**config.mk**
```make
export PLATFORM = sky130hd
export DESIGN_NAME = calc_ctrl
export DESIGN_NICKNAME = d
export VERILOG_FILES = /design/src/rtl/calc_ctrl.sv
export SDC_FILE = /design/constraint.sdc
export NUM_CORES = 1
export LEC_CHECK = 0
export CAP_MARGIN = 10
export CORE_MARGIN = 4
export CORE_UTILIZATION = 30
export DETAILED_ROUTE_END_ITERATION = 6
export PLACE_DENSITY_LB_ADDON = 0.12
export SYNTH_ARGS = -nofsm -noshare
export SYNTH_HDL_FRONTEND = slang
export SYNTH_SLANG_ARGS = --single-unit
export TNS_END_PERCENT = 5
```
**constraint.sdc**
```tcl
create_clock -name clk -period 2.07 [get_ports clk]
set_input_delay 0.3105 -clock clk [delete_from_list [all_inputs] [get_ports clk]]
set_output_delay 0.3105 -clock clk [all_outputs]
set_load 0.02 [all_outputs]
```
**src/rtl/calc_ctrl.sv**
```systemverilog
// calc_ctrl: command sequencer for a small ALU sitting next to an external
// register bank with combinational read data. A command is accepted in IDLE.
// The sequencer then reads operand A and operand B through the bank port,
// executes the operation, writes the result back, and presents a response
// that is held until the consumer takes it.
// Optional feature: define CALC_MUL_EN to enable opcode 111 (MUL). When it is
// not defined, MUL is rejected as an illegal opcode and no multiplier is built.
module calc_ctrl #(
  parameter int NREGS = 10
) (
  input  logic       clk,
  input  logic       reset,
  input  logic       cmd_valid,
  output logic       cmd_ready,
  input  logic [2:0] cmd_op,
  input  logic [3:0] cmd_src_a,
  input  logic [3:0] cmd_src_b,
  input  logic [3:0] cmd_dst,
  input  logic [7:0] cmd_imm,
  output logic       rb_we,
  output logic [3:0] rb_address,
  output logic [7:0] rb_wdata,
  input  logic [7:0] rb_rdata,
  output logic       rsp_valid,
  input  logic       rsp_ready,
  output logic [7:0] rsp_result,
  output logic       rsp_carry,
  output logic       rsp_zero,
  output logic       rsp_err
);

  localparam logic [2:0] OP_ADD = 3'b000;
  localparam logic [2:0] OP_SUB = 3'b001;
  localparam logic [2:0] OP_AND = 3'b010;
  localparam logic [2:0] OP_OR  = 3'b011;
  localparam logic [2:0] OP_XOR = 3'b100;
  localparam logic [2:0] OP_MOV = 3'b101;
  localparam logic [2:0] OP_LDI = 3'b110;
  localparam logic [2:0] OP_MUL = 3'b111;

  typedef enum logic [2:0] {
    IDLE,
    RD_A,
    RD_B,
    EXEC,
    WR,
    RESP
  } state_t;

  state_t     state;

  // Command fields captured at acceptance.
  logic [2:0] op_q;
  logic [3:0] src_b_q;
  logic [3:0] dst_q;
  logic [7:0] imm_q;

  // Operands read from the bank and the result of the execute step.
  logic [7:0] a_q;
  logic [7:0] b_q;
  logic [7:0] res_q;
  logic       carry_q;
  logic       zero_q;

  logic       uses_a;
  logic       uses_b;
  logic       op_legal;
  logic       cmd_err;

  logic [7:0] alu_res;
  logic       alu_carry;
  logic       alu_zero;

`ifdef CALC_MUL_EN
  logic [15:0] mul_prod;
  assign mul_prod = {8'd0, a_q} * {8'd0, b_q};
`endif

  function automatic logic addr_bad(input logic [3:0] addr);
    return int'(addr) >= NREGS;
  endfunction

  // Decode which addresses the incoming opcode uses and whether it is rejected.
  always_comb begin
    // NOTE: every combinational output gets a default first so no path leaves it unassigned (which would infer a latch).
    uses_a   = 1'b1;
    uses_b   = 1'b1;
    op_legal = 1'b1;
    case (cmd_op)
      OP_MOV: uses_b = 1'b0;
      OP_LDI: begin
        uses_a = 1'b0;
        uses_b = 1'b0;
      end
`ifndef CALC_MUL_EN
      OP_MUL: op_legal = 1'b0;
`endif
      default: ;
    endcase
    cmd_err = !op_legal
            || (uses_a && addr_bad(cmd_src_a))
            || (uses_b && addr_bad(cmd_src_b))
            || addr_bad(cmd_dst);
  end

  // ALU on the latched operands; the result is captured only in EXEC.
  always_comb begin
    alu_res   = 8'd0;
    alu_carry = 1'b0;
    case (op_q)
      OP_ADD: {alu_carry, alu_res} = {1'b0, a_q} + {1'b0, b_q};
      OP_SUB: begin
        alu_res   = a_q - b_q;
        alu_carry = (a_q < b_q);
      end
      OP_AND: alu_res = a_q & b_q;
      OP_OR:  alu_res = a_q | b_q;
      OP_XOR: alu_res = a_q ^ b_q;
      OP_MOV: alu_res = a_q;
      OP_LDI: alu_res = imm_q;
`ifdef CALC_MUL_EN
      OP_MUL: begin
        alu_res   = mul_prod[7:0];
        alu_carry = (mul_prod[15:8] != 8'd0);
      end
`endif
      default: ;
    endcase
    alu_zero = (alu_res == 8'd0);
  end

  // Main sequencer: state and all registered outputs, loaded for the state being entered.
  always_ff @(posedge clk or posedge reset) begin
    if (reset) begin
      state      <= IDLE;
      cmd_ready  <= 1'b1;
      rb_we      <= 1'b0;
      rb_address <= 4'd0;
      rb_wdata   <= 8'd0;
      rsp_valid  <= 1'b0;
      rsp_result <= 8'd0;
      rsp_carry  <= 1'b0;
      rsp_zero   <= 1'b0;
      rsp_err    <= 1'b0;
      op_q       <= OP_ADD;
      src_b_q    <= 4'd0;
      dst_q      <= 4'd0;
      imm_q      <= 8'd0;
      a_q        <= 8'd0;
      b_q        <= 8'd0;
      res_q      <= 8'd0;
      carry_q    <= 1'b0;
      zero_q     <= 1'b0;
    end else begin
      // NOTE: state registers use non-blocking assignments so every read in this block sees the pre-edge value.
      case (state)
        IDLE: begin
          if (cmd_valid) begin
            op_q      <= cmd_op;
            src_b_q   <= cmd_src_b;
            dst_q     <= cmd_dst;
            imm_q     <= cmd_imm;
            cmd_ready <= 1'b0;
            if (cmd_err) begin
              state      <= RESP;
              rsp_valid  <= 1'b1;
              rsp_err    <= 1'b1;
              rsp_result <= 8'd0;
              rsp_carry  <= 1'b0;
              rsp_zero   <= 1'b0;
            end else if (cmd_op == OP_LDI) begin
              state <= EXEC;
            end else begin
              state      <= RD_A;
              rb_address <= cmd_src_a;
            end
          end
        end
        RD_A: begin
          a_q <= rb_rdata;
          if (op_q == OP_MOV) begin
            state      <= EXEC;
            rb_address <= 4'd0;
          end else begin
            state      <= RD_B;
            rb_address <= src_b_q;
          end
        end
        RD_B: begin
          b_q        <= rb_rdata;
          state      <= EXEC;
          rb_address <= 4'd0;
        end
        EXEC: begin
          res_q      <= alu_res;
          carry_q    <= alu_carry;
          zero_q     <= alu_zero;
          state      <= WR;
          rb_we      <= 1'b1;
          rb_address <= dst_q;
          rb_wdata   <= alu_res;
        end
        WR: begin
          state      <= RESP;
          rb_we      <= 1'b0;
          rb_address <= 4'd0;
          rb_wdata   <= 8'd0;
          rsp_valid  <= 1'b1;
          rsp_result <= res_q;
          rsp_carry  <= carry_q;
          rsp_zero   <= zero_q;
          rsp_err    <= 1'b0;
        end
        RESP: begin
          if (rsp_ready) begin
            state      <= IDLE;
            cmd_ready  <= 1'b1;
            rsp_valid  <= 1'b0;
            rsp_result <= 8'd0;
            rsp_carry  <= 1'b0;
            rsp_zero   <= 1'b0;
            rsp_err    <= 1'b0;
          end
        end
        default: begin
          state     <= IDLE;
          cmd_ready <= 1'b1;
        end
      endcase
    end
  end

endmodule

```
* Word level (Yosys, flattened, before mapping) *
Index checks and enable logic that the tools add are counted.

word-level totals
  register bits = 74
  word-level logic and storage cells = 100

operators by class
  add/subtract/negate cells = 2
  $lt $le $gt $ge = 4
  eq/ne operators = 19
  mux-type cells = 33
  bitwise logic cells = 4
  reductions and logical operators = 19

operators by type and width
  cell                                                 count
  case mux 8 bit (7 select lines)                      1
  equality test 3 bit, second input constant           8
  two-way mux 8 bit                                    3
  case mux 8 bit (3 select lines)                      1
  case mux 3 bit (6 select lines)                      1
  two-way mux 4 bit                                    4
  case mux 4 bit (4 select lines)                      1
  case mux 8 bit (2 select lines)                      1
  case mux 1 bit (3 select lines)                      5
  equality test 3 x 2 -> 1 bit, second input constant  4
  >= comparator 4 bit, second input constant           3
  two-way mux 1 bit                                    10
  != test 2 bit, second input constant                 5
  adder 8 x 8 -> 9 bit                                 1
  two-way mux 3 bit                                    3
  AND 8 bit                                            1
  zero test 8 bit                                      1
  < comparator 8 bit                                   1
  bitwise OR 8 bit                                     1
  AND reduction 4 bit                                  2
  subtractor 8 bit                                     1
  bitwise XOR 8 bit                                    1
  equality test 3 x 1 -> 1 bit, second input constant  2
  zero test 3 bit                                      2
  12 further kinds                                     18

* Logic depth before layout (Yosys ltp) *
  depth after elaboration = 9
  gate-level depth with buffers = 11
  mapped depth without buffers = 11

* Worst setup path after synthesis *
OpenSTA, ideal clock, no wires.

  path kind = register -> register
  start point = register a_q[3]
  end point = register res_q[5]
  arrival time = 2.111 ns
  data required time = 1.952 ns
  path slack = -0.159 ns
  stages on the path, launching flop included = 11
  cell sequence = dfrtp_1 > inv_1 > ha_1 > buf_6 > nor2b_4 > or2_0 > o211a_1 > a2111oi_4 > a21oi_2 > and2_1 > a21o_1

between the ends
  cells in the longest elaborated chain, start to end = 2
  elaborated cells on any way between the ends = 3
  classes of those cells = add/sub: 2; mux: 1

RTL lines
  what                                                      line      source
  start: declaration                                        59        logic [7:0] a_q;
  start signal: assignment                                  180       a_q <= rb_rdata;
  subtractor 8 bit or adder 8 x 8 -> 9 bit (tied branches)  113, 111
  case mux 8 bit (7 select lines) *                         110       case (op_q)
  end signal: assignment                                    195       res_q <= alu_res;
  end: declaration                                          61        logic [7:0] res_q;

Every way passes the cells marked *; elsewhere a longest branch is shown, timed or not.
A chain may end at the register's enable or synchronous reset.

* Worst setup path after layout *
  start point = register a_q[2]
  end point = register res_q[5]

Same word-level chain as after synthesis.

==> run_results.csv <==
group,metric,value,unit
outcome,run_status,"finished, violations left",
outcome,violations,"negative setup slack",
floorplan,start_util,0.310,
timing,timing.final.crit_share,1.10,
power,p_leak,2.82,nW
setup_path,crit_required,2.30,ns
cts,cts_tree,"built",
detailed_routing,ant_nets,0,
timing,setup_violations,14,
cells_and_area,drive_gt1_frac,0.254,
detailed_routing,post_drt_wl_per_cell,16.1,µm
setup_path,r2r-start,"a_q[2]",
place,port_buffers,60,
detailed_routing,vias,3867,
cells_and_area,final_nets,658,
logic_synthesis,seq_area_frac_synth,0.424,
timing,skew,0.00826,ns
setup_path,cp.arrival,2.52,ns
cts,clock-sinks,74,
cts,cts.htree.levels,3,
detailed_routing,viasPerCell,4.95,
cells_and_area,area_delta_synth_final,41.2,%
logic_synthesis,synthTopCellsByArea,"dfrtp_1 42%, ha_1 6.9%, o21ai_0 5.3%, mux2_2 4.9%, nand2_1 4.2%",
place,dp_hpwl,9580,µm
setup_path,critical_path.max_fanout,2,
floorplan,design.core.area,14100,µm²
worst_hold_path,hold_class,"in2async",
detailed_routing,dr.pass1.iters,4,
cts,cts_inserted_buffers,9,
logic_synthesis,avgSynthCellArea,9.42,µm²
logic_synthesis,synth_cell_types,60,
power,power.density,1860,nW/µm²
cts,clock_path_buffers,2,
run,max-cap-violations,0,
cts,postCtsHoldBufs,0,
power,total_power,11.5,mW
timing,tightestPinTransition,0.563,ns
timing,hold_viol_final,0,
timing,slew_viol_final,0,
setup_path,reg2reg_setup_slack,-0.22,ns
detailed_routing,wirelength,12600,µm
logic_synthesis,synth.ff_latch_count,74,
detailed_routing,drc,0,
timing,setup_ws,-0.215,ns
place,gp_congestion,0.848,
floorplan,fp.dieW,129,µm
setup_path,critPathCaptureType,"register",
detailed_routing,drtIter0Drc,182,
setup_path,worstSetupPathType,"reg2reg",
setup_path,cp-start-kind,"register",
setup_path,cp-startpoint,"a_q[2]",
logic_synthesis,netlist_top_cells_count,"73 x dfrtp_1, 49 x nand2_1, 46 x o21ai_0",
global_route,grt_max_degree,29,
logic_synthesis,synth_edf_count,0,
logic_synthesis,synth.most_common_cell,"dfrtp_1",
timing,fmax,438,MHz
cts,clock_tree.root_cell,"clkbuf_16",
timing,slew_headroom,0.624,
logic_synthesis,ys.flop_type,"dfrtp_1",
timing,setup_tns,-1.65,ns
cts,path_clk_slew,0.06,ns
logic_synthesis,syn-num-nets,525,
setup_path,r2r_end,"res_q[5]",
logic_synthesis,synth_area_leader_cell,"dfrtp_1",
global_route,gr-usage-all-layers,0.159,
timing,period_minus_slack,2.29,ns
floorplan,die_y,129,µm
logic_synthesis,synthCells,464,
logic_synthesis,async_reset_ff_frac,1.00,
floorplan,die-area,16600,µm²
global_route,grt_pass1_wl,20700,µm
global_route,grt_pass1_vias,3952,
floorplan,boundaryPins,61,
detailed_routing,route.met2.wl,5780,µm
timing,grt_setup_unrepaired,"true",
cts,clk_latency,0.34,ns
power,ir_drop,611,µV
detailed_routing,met1Wirelength,6150,µm
cells_and_area,fillers,1385,
cells_and_area,antenna_cells,0,
floorplan,rows,43,
global_route,gr-total-overflow,0,
setup_path,rr_worst_depth,10,
logic_synthesis,syn_area,4370,µm²
logic_synthesis,ys_warn_count,0,
logic_synthesis,netlist.area_leader.share,0.418,
detailed_routing,dr_wl_met3,527,µm
global_route,antenna_found_initial,0,
detailed_routing,top_layer,"met4",
[stage by stage]
stage          hold slack (ns)   util  cells  setup WS, ns  instance area [µm²]
2_1_floorplan            0.427      -    464       -0.0981                 4380
3_3_place_gp             0.464  0.410    764        -0.225                 5780
3_5_place_dp             0.466  0.410    764        -0.252                 5780
4_1_cts                  0.399  0.435    782        -0.223                 6130
5_1_grt                  0.433  0.438    782        -0.379                 6170
6_report                 0.383  0.438    782        -0.215                 6170
[cells by family (layout without fill, tap and decap cells)]
group / Yosys count / after routing / share of synthesized area
buf+inv: 57 / 195 / 0.0553
flops: 74 / 74 / 0.424
compound gates: 149 / 149 / 0.232
mux: 26 / 26 / 0.0653
fa+ha+maj: 26 / 26 / 0.0779
simple gates: 124 / 124 / 0.129
xor+xnor: 8 / 8 / 0.0160
[worst max-delay path, stage by stage, from the launching register on]
cell	delay [ns]
dfrtp_1	0.35
inv_1	0.07
ha_1	0.31
nor3_1	0.32
buf_4	0.17
nor4_1	0.06
o211a_1	0.27
a2111oi_4	0.20
a21oi_2	0.09
and2_1	0.19
a21o_1	0.15
[placed cells by master, fill, tap and decap left out, types with 5 or more instances in the layout]
cell,Yosys,layout
clkbuf_16,0,9
and2_1,5,5
mux2_2,19,19
xnor2_1,5,5
nor3_1,7,5
clkdlybuf4s50_1,0,60
o21ai_0,46,42
a21oi_2,1,5
a21o_1,14,14
o21ai_1,5,8
nor2b_1,8,8
inv_1,30,28
buf_4,1,84
nor2_1,31,30
nand2_1,49,49
a21oi_1,26,22
ha_1,24,23
nand3_1,9,8
a31oi_1,6,6
mux2i_1,6,5
a22o_1,11,11
dfrtp_1,73,73
[state kept, by name, summed over array words and instances (netlist names)]
register and flops:
a_q 8, b_q 8, imm_q 8, rb_wdata 8
res_q 8, rsp_result 8, dst_q 4, rb_address 4
src_b_q 4, op_q 3, state 3, carry_q 1
cmd_ready 1, rb_we 1, rsp_carry 1, rsp_err 1
rsp_valid 1, rsp_zero 1, zero_q 1
[layer usage]
metal,up-vias,track usage
met5,-,0
li1,1912,-
met3,10,0.0374
met2,67,0.246
met1,1878,0.222
met4,0,0.0500
[worst max-delay path by stage]
stage | end | slack [ns]
global placement | zero_q | -0.22
detailed placement | zero_q | -0.25
CTS | zero_q | -0.22
finish | res_q[5] | -0.22
floorplan | zero_q | -0.1
global route | zero_q | -0.38
[final cells by class]
type	count	area, µm²	area share
multi-input cells	333	2350	0.381
flip-flops and latches	74	1850	0.300
clock buffers	10	239	0.0388
repair buffers	148	1310	0.213
inverters	31	120	0.0195
clock inverters	6	71.3	0.0116
well taps	180	225	0.0365
[power by group]
group / leakage, nW / switching [mW] / internal [mW]
sequential: 0.921 / 0.467 / 2.12
combinational: 1.76 / 3.70 / 3.56
clock: 0.146 / 0.662 / 0.977
[what timing repair did]
| item | in CTS | in global routing |
|---|---|---|
| buffers inserted | 2 | 0 |
| pin swaps | 2 | 5 |
| endpoints found under the setup margin | 14 | 16 |
| resized for setup | 10 | 9 |
No activity file was read; power rests on OpenSTA's default activity.
